$ cat src/rtl/apb_regfile_slave.sv
// APB completer exposing NUM_REGS memory-mapped registers with byte strobes,
// read-only slots, configurable wait states and pslverr on bad accesses.
module apb_regfile_slave #(
    parameter int unsigned         DATA_WIDTH  = 32,
    parameter int unsigned         ADDR_WIDTH  = 12,
    parameter int unsigned         NUM_REGS    = 16,
    parameter int unsigned         WAIT_STATES = 0,
    parameter logic [NUM_REGS-1:0] RO_MASK     = '0
) (
    input  logic                           pclk,
    input  logic                           preset,
    input  logic                           psel,
    input  logic                           penable,
    input  logic                           pwrite,
    input  logic [ADDR_WIDTH-1:0]          paddr,
    input  logic [DATA_WIDTH-1:0]          pwdata,
    input  logic [DATA_WIDTH/8-1:0]        pstrb,
    output logic [DATA_WIDTH-1:0]          prdata,
    output logic                           pready,
    output logic                           pslverr,
    input  logic [NUM_REGS*DATA_WIDTH-1:0] ro_value,
    output logic [NUM_REGS*DATA_WIDTH-1:0] reg_q
);

    localparam int unsigned NB   = DATA_WIDTH / 8;
    localparam int unsigned LSB  = (NB > 1) ? $clog2(NB) : 0;
    localparam int unsigned IDXW = (NUM_REGS > 1) ? $clog2(NUM_REGS) : 1;
    localparam int unsigned WCW  = 4;

    typedef enum logic {
        IDLE,
        ACCESS
    } state_e;

    state_e                  state_q;
    logic [WCW-1:0]          wcnt_q;
    logic [ADDR_WIDTH-1:0]   addr_q;
    logic                    write_q;
    logic [DATA_WIDTH-1:0]   wdata_q;
    logic [NB-1:0]           strb_q;
    logic [DATA_WIDTH-1:0]   prdata_q;
    logic                    pready_q;
    logic                    pslverr_q;
    logic [DATA_WIDTH-1:0]   regs_q [NUM_REGS];

    logic [ADDR_WIDTH-1:0]   acc_addr_c;
    logic                    acc_write_c;
    logic [ADDR_WIDTH-1:0]   idx_full_c;
    logic [IDXW-1:0]         idx_c;
    logic                    mis_c;
    logic                    oor_c;
    logic                    ro_c;
    logic                    err_c;
    logic [DATA_WIDTH-1:0]   rdata_c;
    logic [DATA_WIDTH-1:0]   wr_word_d;

    // Decode uses the live bus during setup (zero-wait response) and the
    // captured request once in ACCESS.
    always_comb begin
        acc_addr_c  = addr_q;
        acc_write_c = write_q;
        if (state_q == IDLE) begin
            acc_addr_c  = paddr;
            acc_write_c = pwrite;
        end
        idx_full_c = acc_addr_c >> LSB;
        mis_c      = (acc_addr_c & ADDR_WIDTH'(NB - 1)) != '0;
        oor_c      = idx_full_c >= ADDR_WIDTH'(NUM_REGS);
        idx_c      = IDXW'(idx_full_c);
        ro_c       = !oor_c && RO_MASK[idx_c];
        err_c      = mis_c || oor_c || (acc_write_c && ro_c);

        rdata_c = '0;
        if (!err_c && !acc_write_c) begin
            rdata_c = ro_c ? ro_value[32'(idx_c)*DATA_WIDTH +: DATA_WIDTH] : regs_q[idx_c];
        end

        wr_word_d = regs_q[idx_c];
        for (int unsigned b = 0; b < NB; b++) begin
            if (strb_q[b]) begin
                wr_word_d[8*b +: 8] = wdata_q[8*b +: 8];
            end
        end
    end

    always_ff @(posedge pclk) begin
        if (preset) begin
            state_q   <= IDLE;
            wcnt_q    <= '0;
            addr_q    <= '0;
            write_q   <= 1'b0;
            wdata_q   <= '0;
            strb_q    <= '0;
            prdata_q  <= '0;
            pready_q  <= 1'b0;
            pslverr_q <= 1'b0;
            for (int i = 0; i < int'(NUM_REGS); i++) begin
                regs_q[i] <= '0;
            end
        end else begin
            case (state_q)
                IDLE: begin
                    if (psel && !penable) begin
                        state_q <= ACCESS;
                        addr_q  <= paddr;
                        write_q <= pwrite;
                        wdata_q <= pwdata;
                        strb_q  <= pstrb;
                        wcnt_q  <= WCW'(WAIT_STATES);
                        if (WAIT_STATES == 0) begin
                            pready_q  <= 1'b1;
                            pslverr_q <= err_c;
                            prdata_q  <= rdata_c;
                        end
                    end
                end
                ACCESS: begin
                    if (!psel) begin
                        // Requester abort: drop the transfer silently.
                        state_q   <= IDLE;
                        pready_q  <= 1'b0;
                        pslverr_q <= 1'b0;
                        prdata_q  <= '0;
                    end else if (pready_q) begin
                        if (write_q && !err_c) begin
                            regs_q[idx_c] <= wr_word_d;
                        end
                        state_q   <= IDLE;
                        pready_q  <= 1'b0;
                        pslverr_q <= 1'b0;
                        prdata_q  <= '0;
                    end else begin
                        wcnt_q <= wcnt_q - WCW'(1);
                        if (wcnt_q == WCW'(1)) begin
                            pready_q  <= 1'b1;
                            pslverr_q <= err_c;
                            prdata_q  <= rdata_c;
                        end
                    end
                end
                default: state_q <= IDLE;
            endcase
        end
    end

    assign prdata  = prdata_q;
    assign pready  = pready_q;
    assign pslverr = pslverr_q;

    for (genvar i = 0; i < int'(NUM_REGS); i++) begin : g_regq
        assign reg_q[i*DATA_WIDTH +: DATA_WIDTH] = RO_MASK[i] ? '0 : regs_q[i];
    end

endmodule

$ cat config.mk
export PLATFORM = sky130hd
export DESIGN_NAME = apb_regfile_slave
export DESIGN_NICKNAME = d
export VERILOG_FILES = /design/src/rtl/apb_regfile_slave.sv
export SDC_FILE = /design/constraint.sdc
export NUM_CORES = 1
export LEC_CHECK = 0
export ABC_AREA = 1
export CELL_PAD_IN_SITES_DETAIL_PLACEMENT = 1
export CELL_PAD_IN_SITES_GLOBAL_PLACEMENT = 1
export CORE_AREA = 8 8 423 425
export CTS_BUF_LIST = sky130_fd_sc_hd__clkbuf_4 sky130_fd_sc_hd__clkbuf_8
export DETAILED_ROUTE_END_ITERATION = 7
export DIE_AREA = 0 0 431 433
export DONT_BUFFER_PORTS = 1
export GPL_TIMING_DRIVEN = 0
export PLACE_DENSITY_LB_ADDON = 0.1
export SYNTH_ARGS = -nofsm -noshare
export SYNTH_HDL_FRONTEND = slang
export SYNTH_SLANG_ARGS = --single-unit
$ cat constraint.sdc
create_clock -name pclk -period 3.5 [get_ports pclk]
set_input_delay 0.525 -clock pclk [delete_from_list [all_inputs] [get_ports pclk]]
set_output_delay 0.525 -clock pclk [all_outputs]
set_load 0.02 [all_outputs]
==> qor.txt <==
Mapped Avg Cell Area: 8.75 µm²
Post-Synthesis Cells: 3164
Yosys top cell area share: 0.555
Leakage: 0.0138 µW
post-synthesis cell area: 0.0277 mm²
fin nets: 3948
reg-to-reg startpoint: state_q
Worst-path clk slew: 0.06 ns
final setup violating endpoints: 0
multi-input logic area: 0.00941 mm²
worst path cell trace: nand2_2 -> buf_2 -> buf_1 -> nand3_1 -> nand2_1 -> nand2_1 -> nand2_1 -> nand2_1 -> nand2_1 -> nor2_1 -> nand2_1 -> nand2_2 -> buf_6 -> nor2_1
die area: 0.187 mm²
via density per instance: 3.96
CP endpoint: regs_q[6][30]
starting DRC count in detailed routing: 1151
CTS Buffer Depth: 3
CP Class: flip-flop to flip-flop
type of origin of the critical path: flip-flop
Clock Tree Root: clkbuf_8
initial antenna violation count: 9
HPWL Detailed: 142000 µm
area leader, netlist: edfxtp_1
vias in the first global route: 24400
ys async rst share: 0
Worst Max-Slew Pin Slew: 1.32 ns
Yosys reg bits: 600
Max Cap Viol: 0
cts bufs inserted: 136
final max-slew violation count: 0
core area: 0.172 mm²
design area: 0.0345 mm²
drt drc: 0
critical path fanouts, max: 10
worst-skew pair later-pin latency: 0.90 ns
largest net degree at the start of global routing: 30
Post-synth EDFFs: 512
Reg2Reg Setup Slack: 0.14 ns
clk sinks: 600
Crit path top cell by count: nand2_1
area delta synth->final: 24.8%
WL final: 177000 µm
post-place instance area: 0.0310 mm²
pwr dens: 563 mW/mm²
count leader, synth: nand2_1
Area contributors post-synth: edfxtp_1 (56%), nand2_1 (18%), nor2_1 (7.7%), dfxtp_1 (6.4%), nand3_1 (3.0%)
DR pass1 iterations: 5
post-route ant nets: 0
critical path required time: 4.24 ns
VDD IR max: 384 µV
Hold/Removal Path Class: primary input to flip-flop
Final Skew: 0.0486 ns
Critical Path Start: state_q
first-pass GRT wire length: 230000 µm
post-synthesis sequential area ratio: 0.619
status: completed
DIE WIDTH: 431 µm
Port Buffers: 0
CP max stage delay: 0.61 ns
fillcell total: 20100
GRT overflow: 0
reg2reg path depth: 14
Rows: 153
Synth Net Count: 3731
number of synthesis warnings: 0
initial core utilization: 0.160
GPL Wtd Cong: 0.777
final cycle utilization of the critical path: 0.959
proportion of layout cells with a drive suffix above 1: 0.135
Worst slew margin: 0.117
RR Endpoint: regs_q[6][30]
IO Count: 1111
f_max: 298 MHz
Die Ht: 433 µm
Period minus WS final: 3.36 ns
slowest CP cell: buf_1
number of vias in the routed layout: 23000
clock tree from TritonCTS: yes
Register Area: 0.0171 mm²
htree depth: 4
synth unique cells: 28
Top FF cell, synth: edfxtp_1
Final Hold Fails: 0
Commonest cells post-synth: nand2_1 (1335), nor2_1 (566), edfxtp_1 (512)
total track usage: 0.183
Worst setup EP type: flip-flop
routed wire length per instance: 30.4 µm
RSZ-0062 raised after global routing: no
final hold slack: 0.137 ns
CP arrival: 4.09 ns
cell type report:
cell class | count | area share
Multi-Input combinational cell | 2283 | 0.272
Inverter | 57 | 0.00620
Antenna cell | 3 | 0.000217
Buffer | 224 | 0.0350
Timing Repair Buffer | 79 | 0.0300
Sequential cell | 600 | 0.496
Clock buffer | 196 | 0.0689
Clock inverter | 35 | 0.00688
Tap cell | 2325 | 0.0842
state kept, by name, summed over array words and instances (netlist names):
| name | flops |
|---|---|
| regs_q | 512 |
| pslverr | 1 |
| addr_q | 12 |
| pready | 1 |
| strb_q | 4 |
| write_q | 1 |
| wcnt_q | 4 |
| state_q | 1 |
| wdata_q | 32 |
| prdata | 32 |
how the worst min path moves through the flow:
stage | startpoint | endpoint | slack [ns] | cells past startpoint
2_1_floorplan | wdata_q[10] | wdata_q[10] | 0.43 | 2
3_3_place_gp | addr_q[11] | addr_q[11] | 0.44 | 2
3_5_place_dp | wdata_q[29] | wdata_q[29] | 0.45 | 2
4_1_cts | pwdata[11] | wdata_q[11] | 0.007 | 2
5_1_grt | pwdata[11] | wdata_q[11] | 0.07 | 2
6_report | pwdata[11] | wdata_q[11] | 0.14 | 2
what timing repair did:
item	CTS	global route
endpoints found under the hold margin	52	0
hold buffers	52	0
resized for setup	73	18
setup buffers	11	0
pin swaps	4	0
setup endpoints to repair	997	234
metrics by stage:
stage / instances / setup TNS [ns] / power (µW) / setup slack [ns] / util
2_1_floorplan: 3164 / 0 / 9860 / 0.690 / -
3_3_place_gp: 5489 / -1062.17 / 11500 / -2.31 / 0.177
3_5_place_dp: 5505 / -549.56 / 11500 / -1.31 / 0.180
4_1_cts: 5799 / 0 / 20000 / 0.0136 / 0.200
5_1_grt: 5800 / 0 / 20300 / 0.0135 / 0.200
6_report: 5802 / 0 / 19500 / 0.143 / 0.200
metal layers:
layer,vias to the layer above,global-route usage,part of all wire
met5,-,0,0
met4,0,0.0640,0.034
met3,191,0.0649,0.076
met2,594,0.345,0.53
met1,11500,0.187,0.36
li1,10700,-,-
power breakdown:
group	leakage, µW	total [µW]	internal [µW]	switching [µW]
combinational	0.00643	2680	599	2080
sequential	0.00600	8590	8000	582
clock	0.00137	8190	4470	3710
total	0.0138	19500	13100	6370
cells by family after synthesis:
group                    share of synthesized area
XOR/XNOR                                  0.000316
buffers and inverters                       0.0486
AO/OA/AOI/OAI                               0.0301
flip-flops                                   0.619
AND/OR/NAND/NOR                              0.301
adder cells (fa/ha/maj)                   0.000904
placed cells by master, fill, tap and decap left out, types with 3 or more instances in the layout:
master         instances
buf_4                 33
dlygate4sd3_1         52
clkbuf_4              54
nor2_1               565
nand2_2               52
clkbuf_2              21
buf_6                 18
clkinv_1              19
a21oi_1               78
nand3_1              166
inv_1                 49
nor2_8                 3
clkbuf_1              80
nor3_4                 4
buf_16                 5
nor3_1                 5
inv_6                  3
edfxtp_1             512
diode_2                3
nand2_4               14
dfxtp_1               88
clkbuf_8             145
inv_2                  4
buf_12                17
buf_2                 71
o21ai_0               81
clkinvlp_4             8
nand2_1             1299
buf_1                  3
clkinv_2               7
worst max-delay path: cells and delay by family, from the launching register on:
family	cells	cell delay (ns)
flip-flops	1	0.36
AND/OR/NAND/NOR	11	1.55
buffers and inverters	3	1.25
Power figures use the tool's default switching activity.
